--- src/rtl/multicycle_controller_if.sv ---
// multicycle_controller_if: opcode/status inputs and control outputs of the multicycle controller.
interface multicycle_controller_if #(
    parameter int ALU_OP_W  = 2,
    parameter int IMM_SRC_W = 3
);
    logic [6:0]           op_i;
    logic [2:0]           funct3_i;
    logic                 zero_i;
    logic                 mem_ready_i;
    logic                 pc_write_o;
    logic                 ir_write_o;
    logic                 reg_write_o;
    logic                 mem_write_o;
    logic                 mem_read_o;
    logic                 adr_src_o;
    logic [1:0]           result_src_o;
    logic [1:0]           alu_src_a_o;
    logic [1:0]           alu_src_b_o;
    logic [ALU_OP_W-1:0]  alu_op_o;
    logic [IMM_SRC_W-1:0] imm_src_o;
    logic [3:0]           state_o;
    logic                 illegal_o;

    modport master (
        input  op_i, funct3_i, zero_i, mem_ready_i,
        output pc_write_o, ir_write_o, reg_write_o, mem_write_o, mem_read_o, adr_src_o,
               result_src_o, alu_src_a_o, alu_src_b_o, alu_op_o, imm_src_o, state_o, illegal_o
    );
    modport slave (
        output op_i, funct3_i, zero_i, mem_ready_i,
        input  pc_write_o, ir_write_o, reg_write_o, mem_write_o, mem_read_o, adr_src_o,
               result_src_o, alu_src_a_o, alu_src_b_o, alu_op_o, imm_src_o, state_o, illegal_o
    );
endinterface

--- src/rtl/multicycle_controller.sv ---
// multicycle_controller: RV32I multicycle control FSM with Moore outputs and sticky illegal-opcode trap.
// Define MULTICYCLE_UTYPE_EN to add the UTYPE state for lui/auipc (otherwise they trap).
module multicycle_controller #(
    parameter int ALU_OP_W      = 2,
    parameter int IMM_SRC_W     = 3,
    parameter int MEM_HANDSHAKE = 1
) (
    input  logic                   clk_i,
    input  logic                   rst_ni,
    multicycle_controller_if.master bus
);
    typedef enum logic [3:0] {
        S_FETCH = 4'd0, S_DECODE = 4'd1, S_MEMADR = 4'd2, S_MEMREAD = 4'd3, S_MEMWB = 4'd4,
        S_MEMWRITE = 4'd5, S_EXECR = 4'd6, S_ALUWB = 4'd7, S_EXECI = 4'd8, S_JAL = 4'd9,
        S_BRANCH = 4'd10, S_UTYPE = 4'd11, S_TRAP = 4'd12
    } state_t;

    localparam logic [6:0] OP_LOAD   = 7'b0000011;
    localparam logic [6:0] OP_STORE  = 7'b0100011;
    localparam logic [6:0] OP_R      = 7'b0110011;
    localparam logic [6:0] OP_I      = 7'b0010011;
    localparam logic [6:0] OP_JAL    = 7'b1101111;
    localparam logic [6:0] OP_BRANCH = 7'b1100011;
    localparam logic [6:0] OP_LUI    = 7'b0110111;
    localparam logic [6:0] OP_AUIPC  = 7'b0010111;

    state_t     r_state, w_next;
    logic       r_illegal;
    logic       w_rdy;
    logic [1:0] w_alu_op;
    logic [2:0] w_imm;
    logic       w_unused;

    assign w_rdy    = (MEM_HANDSHAKE != 0) ? bus.mem_ready_i : 1'b1;
    assign w_unused = ^bus.funct3_i[2:1];

    always_ff @(posedge clk_i or negedge rst_ni) begin
        if (!rst_ni) begin
            r_state   <= S_FETCH;
            r_illegal <= 1'b0;
        end else begin
            r_state   <= w_next;
            r_illegal <= r_illegal | (w_next == S_TRAP);
        end
    end

    always_comb begin
        w_next           = r_state;
        w_alu_op         = 2'b00;
        bus.pc_write_o   = 1'b0;
        bus.ir_write_o   = 1'b0;
        bus.reg_write_o  = 1'b0;
        bus.mem_write_o  = 1'b0;
        bus.mem_read_o   = 1'b0;
        bus.adr_src_o    = 1'b0;
        bus.result_src_o = 2'b00;
        bus.alu_src_a_o  = 2'b00;
        bus.alu_src_b_o  = 2'b00;
        case (r_state)
            S_FETCH: begin
                // rst_ni gating keeps the PC/IR writes off while reset holds the FSM here
                bus.mem_read_o   = 1'b1;
                bus.alu_src_b_o  = 2'b10;
                bus.result_src_o = 2'b10;
                bus.ir_write_o   = w_rdy & rst_ni;
                bus.pc_write_o   = w_rdy & rst_ni;
                w_next           = w_rdy ? S_DECODE : S_FETCH;
            end
            S_DECODE: begin
                bus.alu_src_a_o = 2'b01;
                bus.alu_src_b_o = 2'b01;
                case (bus.op_i)
                    OP_LOAD, OP_STORE: w_next = S_MEMADR;
                    OP_R:              w_next = S_EXECR;
                    OP_I:              w_next = S_EXECI;
                    OP_JAL:            w_next = S_JAL;
                    OP_BRANCH:         w_next = S_BRANCH;
`ifdef MULTICYCLE_UTYPE_EN
                    OP_LUI, OP_AUIPC:  w_next = S_UTYPE;
`endif
                    default:           w_next = S_TRAP;
                endcase
            end
            S_MEMADR: begin
                bus.alu_src_a_o = 2'b10;
                bus.alu_src_b_o = 2'b01;
                w_next          = (bus.op_i == OP_LOAD) ? S_MEMREAD : S_MEMWRITE;
            end
            S_MEMREAD: begin
                bus.mem_read_o = 1'b1;
                bus.adr_src_o  = 1'b1;
                w_next         = w_rdy ? S_MEMWB : S_MEMREAD;
            end
            S_MEMWB: begin
                bus.result_src_o = 2'b01;
                bus.reg_write_o  = 1'b1;
                w_next           = S_FETCH;
            end
            S_MEMWRITE: begin
                bus.mem_write_o = 1'b1;
                bus.adr_src_o   = 1'b1;
                w_next          = w_rdy ? S_FETCH : S_MEMWRITE;
            end
            S_EXECR: begin
                bus.alu_src_a_o = 2'b10;
                w_alu_op        = 2'b10;
                w_next          = S_ALUWB;
            end
            S_EXECI: begin
                bus.alu_src_a_o = 2'b10;
                bus.alu_src_b_o = 2'b01;
                w_alu_op        = 2'b10;
                w_next          = S_ALUWB;
            end
            S_ALUWB: begin
                bus.reg_write_o = 1'b1;
                w_next          = S_FETCH;
            end
            S_JAL: begin
                bus.alu_src_a_o = 2'b01;
                bus.alu_src_b_o = 2'b10;
                bus.pc_write_o  = 1'b1;
                w_next          = S_ALUWB;
            end
            S_BRANCH: begin
                // funct3[0] selects bne, which inverts the taken sense of the zero flag
                bus.alu_src_a_o = 2'b10;
                w_alu_op        = 2'b01;
                bus.pc_write_o  = bus.zero_i ^ bus.funct3_i[0];
                w_next          = S_FETCH;
            end
`ifdef MULTICYCLE_UTYPE_EN
            S_UTYPE: begin
                bus.alu_src_a_o = (bus.op_i == OP_LUI) ? 2'b11 : 2'b01;
                bus.alu_src_b_o = 2'b01;
                w_next          = S_ALUWB;
            end
`endif
            S_TRAP:  w_next = S_TRAP;
            default: w_next = S_FETCH;
        endcase
    end

    assign w_imm = (bus.op_i == OP_STORE)                       ? 3'b001 :
                   (bus.op_i == OP_BRANCH)                      ? 3'b010 :
                   (bus.op_i == OP_JAL)                         ? 3'b011 :
                   (bus.op_i == OP_LUI || bus.op_i == OP_AUIPC) ? 3'b100 : 3'b000;

    assign bus.imm_src_o = IMM_SRC_W'(w_imm);
    assign bus.alu_op_o  = ALU_OP_W'(w_alu_op);
    assign bus.state_o   = r_state;
    assign bus.illegal_o = r_illegal;
endmodule

--- src/flat_wrapper.sv ---
// flat-port wrapper written by rule: the top's interface ports become plain ports
module multicycle_controller_flat 
#(
    parameter int ALU_OP_W      = 2,
    parameter int IMM_SRC_W     = 3,
    parameter int MEM_HANDSHAKE = 1
)
  (clk_i, rst_ni, bus_op_i, bus_funct3_i, bus_zero_i, bus_mem_ready_i, bus_pc_write_o, bus_ir_write_o, bus_reg_write_o, bus_mem_write_o, bus_mem_read_o, bus_adr_src_o, bus_result_src_o, bus_alu_src_a_o, bus_alu_src_b_o, bus_alu_op_o, bus_imm_src_o, bus_state_o, bus_illegal_o);
  multicycle_controller_if #(.ALU_OP_W(ALU_OP_W), .IMM_SRC_W(IMM_SRC_W)) bus_i ();
  input  logic clk_i;
  input  logic rst_ni;
  input wire logic [$bits(bus_i.op_i)-1:0] bus_op_i;
  input wire logic [$bits(bus_i.funct3_i)-1:0] bus_funct3_i;
  input wire logic [$bits(bus_i.zero_i)-1:0] bus_zero_i;
  input wire logic [$bits(bus_i.mem_ready_i)-1:0] bus_mem_ready_i;
  output wire logic [$bits(bus_i.pc_write_o)-1:0] bus_pc_write_o;
  output wire logic [$bits(bus_i.ir_write_o)-1:0] bus_ir_write_o;
  output wire logic [$bits(bus_i.reg_write_o)-1:0] bus_reg_write_o;
  output wire logic [$bits(bus_i.mem_write_o)-1:0] bus_mem_write_o;
  output wire logic [$bits(bus_i.mem_read_o)-1:0] bus_mem_read_o;
  output wire logic [$bits(bus_i.adr_src_o)-1:0] bus_adr_src_o;
  output wire logic [$bits(bus_i.result_src_o)-1:0] bus_result_src_o;
  output wire logic [$bits(bus_i.alu_src_a_o)-1:0] bus_alu_src_a_o;
  output wire logic [$bits(bus_i.alu_src_b_o)-1:0] bus_alu_src_b_o;
  output wire logic [$bits(bus_i.alu_op_o)-1:0] bus_alu_op_o;
  output wire logic [$bits(bus_i.imm_src_o)-1:0] bus_imm_src_o;
  output wire logic [$bits(bus_i.state_o)-1:0] bus_state_o;
  output wire logic [$bits(bus_i.illegal_o)-1:0] bus_illegal_o;
  assign bus_i.op_i = bus_op_i;
  assign bus_i.funct3_i = bus_funct3_i;
  assign bus_i.zero_i = bus_zero_i;
  assign bus_i.mem_ready_i = bus_mem_ready_i;
  assign bus_pc_write_o = bus_i.pc_write_o;
  assign bus_ir_write_o = bus_i.ir_write_o;
  assign bus_reg_write_o = bus_i.reg_write_o;
  assign bus_mem_write_o = bus_i.mem_write_o;
  assign bus_mem_read_o = bus_i.mem_read_o;
  assign bus_adr_src_o = bus_i.adr_src_o;
  assign bus_result_src_o = bus_i.result_src_o;
  assign bus_alu_src_a_o = bus_i.alu_src_a_o;
  assign bus_alu_src_b_o = bus_i.alu_src_b_o;
  assign bus_alu_op_o = bus_i.alu_op_o;
  assign bus_imm_src_o = bus_i.imm_src_o;
  assign bus_state_o = bus_i.state_o;
  assign bus_illegal_o = bus_i.illegal_o;
  multicycle_controller #(.ALU_OP_W(ALU_OP_W), .IMM_SRC_W(IMM_SRC_W), .MEM_HANDSHAKE(MEM_HANDSHAKE)) u_core (.clk_i(clk_i), .rst_ni(rst_ni), .bus(bus_i));
endmodule
--- config.mk ---
export PLATFORM = sky130hd
export DESIGN_NAME = multicycle_controller_flat
export DESIGN_NICKNAME = d
export VERILOG_FILES = /design/src/rtl/multicycle_controller_if.sv /design/src/rtl/multicycle_controller.sv /design/src/flat_wrapper.sv
export SDC_FILE = /design/constraint.sdc
export NUM_CORES = 1
export LEC_CHECK = 0
export CAP_MARGIN = 20
export CORE_UTILIZATION = 44
export CTS_BUF_LIST = sky130_fd_sc_hd__clkbuf_4 sky130_fd_sc_hd__clkbuf_8
export DETAILED_ROUTE_END_ITERATION = 10
export DONT_BUFFER_PORTS = 1
export SKIP_CTS_REPAIR_TIMING = 1
export SYNTH_ARGS = -nofsm -noshare
export SYNTH_HDL_FRONTEND = slang
export SYNTH_SLANG_ARGS = --single-unit
--- constraint.sdc ---
create_clock -name clk_i -period 3.87 [get_ports clk_i]
set_clock_uncertainty 0.2 [all_clocks]
set_input_delay 0.774 -clock clk_i [delete_from_list [all_inputs] [get_ports clk_i]]
set_output_delay 0.774 -clock clk_i [all_outputs]
set_load 0.01 [all_outputs]
==> summary.txt <==
Flow run
  – Max-cap viol count: 0

Floorplanning
  – Die area: 1670 µm²
  – I/O Pins: 36
  – Die height: 40.9 µm
  – Rows: 13
  – Die W: 40.9 µm
  – Placeable Area: 1350 µm²
  – Starting density of the core: 0.493

Critical path
  – Crit Path Category: reg -> out
  – CP Launch Type: flip-flop
  – Required time of the critical path: 2.90 ns
  – CP Capture Type: primary output
  – Worst r2r src: u_core.bus.state_o[0]$_DFF_PN0_
  – Worst Path Arrival: 1.98 ns
  – Crit Path Max Fanout: 19
  – CP startpoint: u_core.bus.state_o[2]$_DFF_PN0_

Timing
  – Max Freq: 339 MHz
  – Final hold slack: 0.0333 ns
  – Setup TNS: 0 ns
  – Crit path time final: 2.95 ns
  – Final hold vios: 0
  – Final worst-path cycle share: 0.763
  – RSZ-0062 raised after global routing: false
  – Worst setup margin: 0.918 ns
  – Max-slew violations: 0
  – Normalized max-slew margin: 0.590
  – Least-Margin Pin Slew: 0.609 ns
  – Setup violators final: 0

Pwr
  – P_leak: 0.256 nW
  – Clk pwr share: 0.119
  – Power Density: 794 nW/µm²
  – Internal power: 0.249 mW
  – Sw Share: 0.543
  – Net Sw Power: 0.296 mW
  – Sequential fraction of design power: 0.316
  – Maximum vdd drop: 0.328 mV
  – Logic gate share of total power: 0.564

Min path
  – HP Class: in -> async

Clock network
  – CTS max path bufs: 2
  – Num CTS Buffers: 3
  – Clk sinks: 5
  – CTS H-tree depth: 1
  – Clock transition at path regs: 0.04 ns
  – Worst skew pair latency: 0.23 ns
  – Root buf cell: clkbuf_4
  – CTS tree: yes

Placement
  – Port buffer count: 0
  – Placed Instance Area: 657 µm²
  – Place WS: 1.15 ns
  – GP Congestion: 0.702
  – Placed Cells: 95
  – Post-DP HPWL: 1160 µm

Drt
  – Met2 Wirelength: 708 µm
  – Routed wl met3: 91 µm
  – TritonRoute pass-1 iters: 4
  – M1 WL: 667 µm
  – Initial drt markers: 5
  – Vias per cell: 6.18
  – Wire per inst: 14.8 µm
  – Final WL: 1470 µm
  – Detail Route Antenna Nets: 0
  – DR vias: 612
  – DR top layer: met3
  – Post-route DRC: 0

Synth
  – Top post-synthesis cells by area: dfrtp_1 (19%), nand2b_1 (5.6%), nor2_1 (5.1%)
  – Synth Flop Type: dfrtp_1
  – Avg Cell Area, Syn: 7.74 µm²
  – Synthesized flop and latch total: 5
  – Post-synth top cells: nor2_1 (9), a21oi_1 (6), nand2_1 (6), nand2b_1 (6), nor3_1 (6)
  – Post-synthesis cell area: 666 µm²
  – Largest area contributor in the netlist: dfrtp_1
  – Cells after synthesis: 86
  – Synth top area share: 0.188
  – Async S/R FF share, synth: 1.00
  – Synth cell types: 39
  – Syn nets: 100
  – Sequential-to-total area share from yosys stat: 0.188
  – Post-synth EDFFs: 0
  – Most frequent cell after synthesis: nor2_1
  – Synth warn: 0

Layout
  – N_diodes: 0
  – Area added between synthesis and finish: 3.20%
  – Final cell count without fillers: 99
  – Share of cells above drive strength 1: 0.131
  – Nets: 99
  – Final Cell Area: 687 µm²

GRT
  – Gr usage total: 0.189
  – Vias in the first global route: 508
  – First-pass GRT wire length: 2130 µm
  – Grt ovf: 0
  – Initial antenna violation count: 0
  – Largest net degree at the start of global routing: 20

Status
  – Status: finished clean
==> per-layer routing <==
| layer | vias to the layer above | track usage |
|---|---|---|
| met2 | 26 | 0.336 |
| met1 | 280 | 0.234 |
| li1 | 306 | - |
| met5 | - | 0 |
| met4 | 0 | 0 |
| met3 | 0 | 0.0598 |
==> cell type report <==
cell class,instances,area (µm²)
clock buffers,4,30.0
fillers,145,663
inverters,3,11.3
multi-input cells,72,502
flip-flops and latches,5,125
well taps,15,18.8
==> placed cells by master, fill, tap and decap left out <==
cell and instances:
nor2b_1 3, nor4bb_4 1, o21ai_0 2, a21oi_1 6, nor3_2 1, inv_1 3, nor3b_1 3, a31oi_4 1
o221ai_1 2, a21o_1 1, xnor2_1 1, nand3_1 2, nor3_1 6, and3_1 2, maj3_1 1, nand2_1 6
a31oi_1 1, or3_1 1, o21ba_2 1, nand4b_1 2, nor2_1 9, o21ai_1 1, a21boi_1 1, a31o_1 1
clkbuf_4 4, o21a_1 1, nand2b_1 6, dfrtp_1 5, or4bb_1 1, and2b_4 1, nor4_1 1, mux2_4 1
xor2_1 3, and2b_1 1, o21bai_1 1, o211ai_4 1
==> kinds of logic (layout without fill, tap and decap cells) <==
family,Yosys count,count (layout),share of synthesized area
AO/OA/AOI/OAI,20,20,0.241
adder cells (fa/ha/maj),1,1,0.0150
XOR/XNOR,4,4,0.0526
flip-flops,5,5,0.188
buffers and inverters,9,7,0.0582
multiplexers,1,1,0.0225
AND/OR/NAND/NOR,46,46,0.423
==> state kept, by name, indices dropped and copies added, names as in the netlist <==
name and count:
u_core.bus.illegal_o 1, u_core.bus.state_o 4
==> power groups by stage <==
stage / Sequential, mW / Clock [mW] / Combinational [mW]
5_1_grt: 0.185 / 0.0712 / 0.343
3_3_place_gp: 0.170 / 0 / 0.304
3_5_place_dp: 0.172 / 0 / 0.310
4_1_cts: 0.171 / 0.0677 / 0.311
6_report: 0.172 / 0.0651 / 0.308
2_1_floorplan: 0.105 / 0 / 0.335
==> per-stage QoR <==
stage,power [mW],utilization
floorplan,0.440,-
global placement,0.474,0.487
detailed placement,0.482,0.487
CTS,0.550,0.509
global route,0.599,0.509
finish,0.546,0.509
==> critical path, cell delays in order, from the launching register on <==
cell      delay, ns
dfrtp_1        0.59
nor4_1         0.65
and3_1         0.31
o21bai_1       0.18
==> worst paths after layout <==
| check | endpoint | slack [ns] | depth (start not counted) |
|---|---|---|---|
| worst max-delay path | bus_pc_write_o | 0.92 | 3 |
| worst min-delay path | u_core.bus.state_o[2]$_DFF_PN0_ | 0.03 | 0 |
| worst max register to register | u_core.bus.illegal_o$_DFF_PN0_ | 1.88 | 5 |
| worst min register to register | u_core.bus.illegal_o$_DFF_PN0_ | 0.34 | 1 |
| max in group asynchronous | u_core.bus.illegal_o$_DFF_PN0_ | 3.37 | 0 |
| min in group clk_i | u_core.bus.illegal_o$_DFF_PN0_ | 0.34 | 1 |
No activity file was read; power rests on OpenSTA's default activity.
